`config.mk`:
```
export PLATFORM = sky130hd
export DESIGN_NAME = reset_sequencer
export DESIGN_NICKNAME = d
export VERILOG_FILES = /design/src/rtl/reset_seq_pkg.sv /design/src/rtl/rst_sync_filter.sv /design/src/rtl/reset_sequencer.sv
export SDC_FILE = /design/constraint.sdc
export NUM_CORES = 1
export LEC_CHECK = 0
export BUFFER_PORTS_ARGS = -buffer_cell sky130_fd_sc_hd__buf_2
export CORE_MARGIN = 5
export CORE_UTILIZATION = 55
export CTS_CLUSTER_DIAMETER = 40
export DETAILED_ROUTE_END_ITERATION = 8
export GPL_TIMING_DRIVEN = 1
export HOLD_SLACK_MARGIN = 0.02
export PLACE_DENSITY_LB_ADDON = 0.1
export RECOVER_POWER = 25
export SETUP_SLACK_MARGIN = 0.3
export SLEW_MARGIN = 20
export SYNTH_ARGS = -nofsm -noshare
export SYNTH_HDL_FRONTEND = slang
export SYNTH_SLANG_ARGS = --single-unit
export TNS_END_PERCENT = 20
```
`constraint.sdc`:
```
create_clock -name clk_in -period 4.8 [get_ports clk_in]
set_input_delay 0.24 -clock clk_in [delete_from_list [all_inputs] [get_ports clk_in]]
set_output_delay 0.24 -clock clk_in [all_outputs]
set_load 0.02 [all_outputs]
```
`src/rtl/reset_seq_pkg.sv`:
```
// Shared types for the board reset sequencer: FSM states, reset-cause codes
// and a small constant helper used to size the shared down-counter.
package reset_seq_pkg;

    typedef enum logic [1:0] {
        WAIT_LOCK = 2'd0,
        HOLD      = 2'd1,
        STAGGER   = 2'd2,
        RUN       = 2'd3
    } state_t;

    typedef enum logic [1:0] {
        POR       = 2'd0,
        LOCK_LOSS = 2'd1,
        BUTTON    = 2'd2
    } cause_t;

    function automatic int max_int(input int a, input int b);
        return (a > b) ? a : b;
    endfunction

endpackage

```
`src/rtl/rst_sync_filter.sv`:
```
// Input conditioner: SYNC_STAGES-deep synchroniser followed by a debounce
// filter. With BYPASS_DEBOUNCE set the synchronised level is passed straight
// out (used for PLL lock, which must react without added delay).
module rst_sync_filter #(
    parameter int SYNC_STAGES     = 2,
    parameter int DEBOUNCE_CYCLES = 16,
    parameter bit BYPASS_DEBOUNCE = 1'b0
) (
    input  logic clk_i,
    input  logic rst_ni,
    input  logic async_i,
    output logic filt_o
);

    logic [SYNC_STAGES-1:0] sync_q;
    logic                   sync_s;

    // Shift the asynchronous input through the synchroniser chain.
    always_ff @(posedge clk_i or negedge rst_ni) begin
        if (!rst_ni) begin
            sync_q <= '0;
        end else begin
            sync_q <= {sync_q[SYNC_STAGES-2:0], async_i};
        end
    end

    assign sync_s = sync_q[SYNC_STAGES-1];

    generate
        if (BYPASS_DEBOUNCE) begin : g_bypass
            assign filt_o = sync_s;
        end else begin : g_debounce
            localparam int              DB_W    = (DEBOUNCE_CYCLES > 1) ? $clog2(DEBOUNCE_CYCLES) : 1;
            localparam logic [DB_W-1:0] DB_LAST = DB_W'(DEBOUNCE_CYCLES - 1);

            logic [DB_W-1:0] db_cnt_q, db_cnt_d;
            logic            stable_q, stable_d;

            // Count consecutive mismatching cycles; adopt the new level only
            // after DEBOUNCE_CYCLES of continuous disagreement.
            always_comb begin
                stable_d = stable_q;
                db_cnt_d = db_cnt_q;
                if (sync_s == stable_q) begin
                    db_cnt_d = '0;
                end else if (db_cnt_q == DB_LAST) begin
                    stable_d = sync_s;
                    db_cnt_d = '0;
                end else begin
                    db_cnt_d = db_cnt_q + 1'b1;
                end
            end

            // Debounce state registers.
            always_ff @(posedge clk_i or negedge rst_ni) begin
                if (!rst_ni) begin
                    stable_q <= 1'b0;
                    db_cnt_q <= '0;
                end else begin
                    stable_q <= stable_d;
                    db_cnt_q <= db_cnt_d;
                end
            end

            assign filt_o = stable_q;
        end
    endgenerate

endmodule

```
`src/rtl/reset_sequencer.sv`:
```
// Board-level reset controller: waits for PLL lock, holds both resets for
// HOLD_CYCLES, releases peripherals, then the CPU STAGGER_CYCLES later.
// Lock loss or a debounced button press restarts the sequence, dropping both
// resets on the same edge.
// Optional feature macro: RESET_CAUSE_EN adds the cause_out port reporting
// the last reset cause (0=POR, 1=LOCK_LOSS, 2=BUTTON).
module reset_sequencer
    import reset_seq_pkg::*;
#(
    parameter int SYNC_STAGES     = 2,
    parameter int DEBOUNCE_CYCLES = 16,
    parameter int HOLD_CYCLES     = 16,
    parameter int STAGGER_CYCLES  = 8
) (
    input  logic       clk_in,
    input  logic       reset_in,
    input  logic       locked_in,
    input  logic       button_in,
    output logic       periph_reset_out,
    output logic       cpu_reset_out,
    output logic       ready_out
`ifdef RESET_CAUSE_EN
    ,
    output logic [1:0] cause_out
`endif
);

    localparam int               CNT_W        = $clog2(max_int(HOLD_CYCLES, STAGGER_CYCLES) + 1);
    localparam logic [CNT_W-1:0] HOLD_LOAD    = CNT_W'(HOLD_CYCLES - 1);
    localparam logic [CNT_W-1:0] STAGGER_LOAD = CNT_W'(STAGGER_CYCLES - 1);

    logic locked_s;
    logic btn_stable;

    state_t           state_q, state_d;
    logic [CNT_W-1:0] cnt_q, cnt_d;
    logic             periph_q, cpu_q, ready_q;

    rst_sync_filter #(
        .SYNC_STAGES    (SYNC_STAGES),
        .DEBOUNCE_CYCLES(DEBOUNCE_CYCLES),
        .BYPASS_DEBOUNCE(1'b1)
    ) u_lock_sync (
        .clk_i  (clk_in),
        .rst_ni (reset_in),
        .async_i(locked_in),
        .filt_o (locked_s)
    );

    rst_sync_filter #(
        .SYNC_STAGES    (SYNC_STAGES),
        .DEBOUNCE_CYCLES(DEBOUNCE_CYCLES),
        .BYPASS_DEBOUNCE(1'b0)
    ) u_button_filter (
        .clk_i  (clk_in),
        .rst_ni (reset_in),
        .async_i(button_in),
        .filt_o (btn_stable)
    );

    // Next-state logic: lock loss beats button, button beats normal sequencing.
    always_comb begin
        state_d = state_q;
        cnt_d   = cnt_q;
        if (!locked_s) begin
            state_d = WAIT_LOCK;
        end else if (btn_stable) begin
            state_d = HOLD;
            cnt_d   = HOLD_LOAD;
        end else begin
            case (state_q)
                WAIT_LOCK: begin
                    state_d = HOLD;
                    cnt_d   = HOLD_LOAD;
                end
                HOLD: begin
                    if (cnt_q == '0) begin
                        state_d = STAGGER;
                        cnt_d   = STAGGER_LOAD;
                    end else begin
                        cnt_d = cnt_q - 1'b1;
                    end
                end
                STAGGER: begin
                    if (cnt_q == '0) begin
                        state_d = RUN;
                    end else begin
                        cnt_d = cnt_q - 1'b1;
                    end
                end
                RUN:     state_d = RUN;
                default: state_d = WAIT_LOCK;
            endcase
        end
    end

    // State, counter and outputs decoded from next state so they move together.
    always_ff @(posedge clk_in or negedge reset_in) begin
        if (!reset_in) begin
            state_q  <= WAIT_LOCK;
            cnt_q    <= '0;
            periph_q <= 1'b0;
            cpu_q    <= 1'b0;
            ready_q  <= 1'b0;
        end else begin
            state_q  <= state_d;
            cnt_q    <= cnt_d;
            periph_q <= (state_d == STAGGER) || (state_d == RUN);
            cpu_q    <= (state_d == RUN);
            ready_q  <= (state_d == RUN);
        end
    end

    assign periph_reset_out = periph_q;
    assign cpu_reset_out    = cpu_q;
    assign ready_out        = ready_q;

`ifdef RESET_CAUSE_EN
    cause_t cause_q, cause_d;

    // Record why the sequence restarted; only fresh entries update the cause.
    always_comb begin
        cause_d = cause_q;
        if (!locked_s && (state_q != WAIT_LOCK)) begin
            cause_d = LOCK_LOSS;
        end else if (locked_s && btn_stable && (state_q != HOLD)) begin
            cause_d = BUTTON;
        end
    end

    // Sticky cause register; POR only after reset_in.
    always_ff @(posedge clk_in or negedge reset_in) begin
        if (!reset_in) begin
            cause_q <= POR;
        end else begin
            cause_q <= cause_d;
        end
    end

    assign cause_out = cause_q;
`endif

endmodule
```
==> flow_summary.toml <==
[worst_setup_path]
cp_max_fo = 8
critPathKind = "flop to flop"
cp-start-kind = "flop"
cp.required_ps = 5000
end_kind = "flop"
crit_arrival_ps = 2200

[clocking]
clock_latency_ps = 290
h-tree-depth = 1
holdBufCountCts = 1
cts-resized-gates = 0
cts_root_buf = "clkbuf_4"
cts_setup_buffers = 0
cts_buffers = 3
cts_max_path_buffers = 2
clk_pin_slew_ps = 110
clock-sinks = 18
cts_tree = "done"

[power]
pwr_density_cell_nw_per_um2 = 324.6
combPwrFrac = 0.136
switchingPower_uw = 82.23
peakVddDrop_mv = 0.1721
p_leak_nw = 0.4345
seqPwrFrac = 0.566
switching_share = 0.2643
clkPwrFrac = 0.299
internal-power_uw = 228.9

[synth]
synth_nets = 91
synth_top_area_frac = 0.5172
syn_area_um2 = 870.8
yosysTopAreaCell = "dfrtp_1"
yosys.area_share.simple = 0.1451
synth_xor_area_frac = 0.02011
synth_mux_area_frac = 0.01293
synthArstFlopShare = 1.000
synth_top_family_by_area = "compound AO/OA/AOI/OAI gates"
synthAdderAreaFrac = 0.1006
avgSynthCellArea_um2 = 10.89
ys_seq_elements = 18
synth-edff-count = 0
synth_area_leaders = "dfrtp_1, ha_1, a21oi_1"
yosys_warnings = 0
synth_compound_area_frac = 0.1695
ys_types = 28
synth_flop_cell = "dfrtp_1"
yosysSeqAreaShare = 0.5172
synth_cells = 80

[global_route]
grt.met2_usage = 0.2521
grt_pass1_wl_mm = 2.842
grt_max_degree = 19
grt_util_met1 = 0.1762
grt_use_met3 = 0.03012
antenna_found_initial = 0
gr-total-overflow = 0
grt_use_total = 0.1440
grt_pass1_vias = 655
grt.busiest_layer = "met2"

[placement]
gp_congestion = 0.8416
dp.cells = 101
io_buffer_count = 6
place_ws_ps = 2809
dp_hpwl_mm = 1.156

[timing]
finalHoldViolations = 0
rsz0062_at_grt = "false"
fmax_ghz = 0.4987
min_period_ps = 2005
tns_ps = 0
layout_setup_ws_ps = 2795
fin_crit_sh = 0.4178
skew_ps = 11.96
drv_slew = 0
tightest_slew_ps = 926.5
final-setup-viol-count = 0
max_slew_margin = 0.3823

[detailed_routing]
avgViaCountPerCell = 5.849
drcViolationCount = 0
drtIter0Drc = 7
wirelength_mm = 1.518
dr.pass1.iters = 4
final_antenna_net_count = 0
routed-via-count = 620
wire_per_inst_um = 14.32

[job]
max-cap-violations = 0

[floorplan]
dieWidth_um = 49.79
pin_count = 7
num_rows = 14
fp.dieH_um = 49.79
die_area_um2 = 2479
start_util = 0.5781
core_um2 = 1506

[finish]
stdcell_count = 106
syn_to_final_growth_pct = 10.06
drive_above_1_share = 0.1556
n_antenna_cell = 0
layout.nets = 102
post-route-util = 0.6362
fill_cells = 124

[outcome]
run_status = "finished, final reports clean"

[hold_path]
hold_class = "input port to flop"
-- metrics by stage --
stage          cell area (um^2)  power, mW  hold slack, ps
2_1_floorplan             870.8     0.2067          -55.59
3_3_place_gp              913.4     0.2190           188.4
3_5_place_dp              913.4     0.2209           189.0
4_1_cts                   959.7     0.3163           43.26
5_1_grt                   958.4     0.3324           31.19
6_report                  958.4     0.3112           55.72
-- cell type report --
type / instances / area, um^2 / area share
flip-flops and latches: 18 / 450.4 / 0.4700
well taps: 16 / 20.02 / 0.02089
repair buffers: 7 / 38.79 / 0.04047
clock buffers: 4 / 36.28 / 0.03786
inverters: 6 / 22.52 / 0.02350
multi-input cells: 55 / 390.4 / 0.4073
-- layer usage --
layer | up-vias | wire length [um] | part of all wire
li1 | 300 | - | -
met1 | 300 | 672 | 0.44
met2 | 16 | 762 | 0.50
met3 | 4 | 64 | 0.042
met4 | 0 | 18 | 0.012
met5 | - | 0 | 0
-- power by group through the flow --
stage	logic (mW)	clock network, mW	registers [mW]
6_report	0.0422	0.0929	0.176
5_1_grt	0.0492	0.105	0.178
4_1_cts	0.0430	0.0975	0.176
3_5_place_dp	0.0420	0	0.179
3_3_place_gp	0.0409	0	0.178
2_1_floorplan	0.0318	0	0.175
-- worst max-delay path, stage by stage, from the launching register on --
cell	delay (ps)
dfrtp_1	430
inv_1	120
ha_1	310
o41ai_1	150
a31oi_1	490
o21ai_0	190
a22o_1	210
-- cells in the final DEF (no fill, tap or decap), drive strengths merged, types with 3 or more instances in the layout --
cell type and count:
ha 7, nor2b 3, inv 6, a21oi 7, o21ai 7, nand2 4
dfrtp 18, buf 5, clkbuf 5, nor2 6
-- path summary, 6_finish.rpt --
check                                          startpoint                        end  slack (ps)  depth (start not counted)
worst min-delay path                            button_in  u_button_filter.sync_q[0]          60                          1
worst max-delay path                           state_q[0]                   cnt_q[3]        2790                          6
worst max register to register                 state_q[0]                   cnt_q[3]        2790                          6
worst min register to register  u_button_filter.sync_q[0]  u_button_filter.sync_q[1]         360                          0
min in group asynchronous                        reset_in                   cnt_q[4]         580                          2
max in group asynchronous                        reset_in  u_button_filter.sync_q[1]        3640                          2
-- flip-flops by register name, summed over array words and instances (netlist names) --
register,flops
cnt_q,5
u_button_filter.g_debounce.db_cnt_q,4
u_lock_sync.sync_q,2
u_button_filter.sync_q,2
periph_reset_out,1
u_button_filter.filt_o,1
state_q,2
ready_out,1
-- synth_stat cells (all sizes together) (2+ instances only) --
| master | count |
|---|---|
| o21ai | 7 |
| nor2 | 6 |
| nor2b | 3 |
| dfrtp | 18 |
| a21oi | 7 |
| nand2b | 2 |
| nand2 | 4 |
| xnor2 | 2 |
| a22o | 2 |
| inv | 6 |
| ha | 7 |
| a31oi | 2 |
-- cell families after synthesis --
| group | after synthesis |
|---|---|
| and+or+nand+nor | 22 |
| AOI/OAI and AO/OA | 23 |
| xor gates and xnor gates | 2 |
| adders and majority gates | 7 |
| buffers and inverters | 7 |
| DFF | 18 |
| muxes | 1 |
Power figures use the tool's default switching activity.
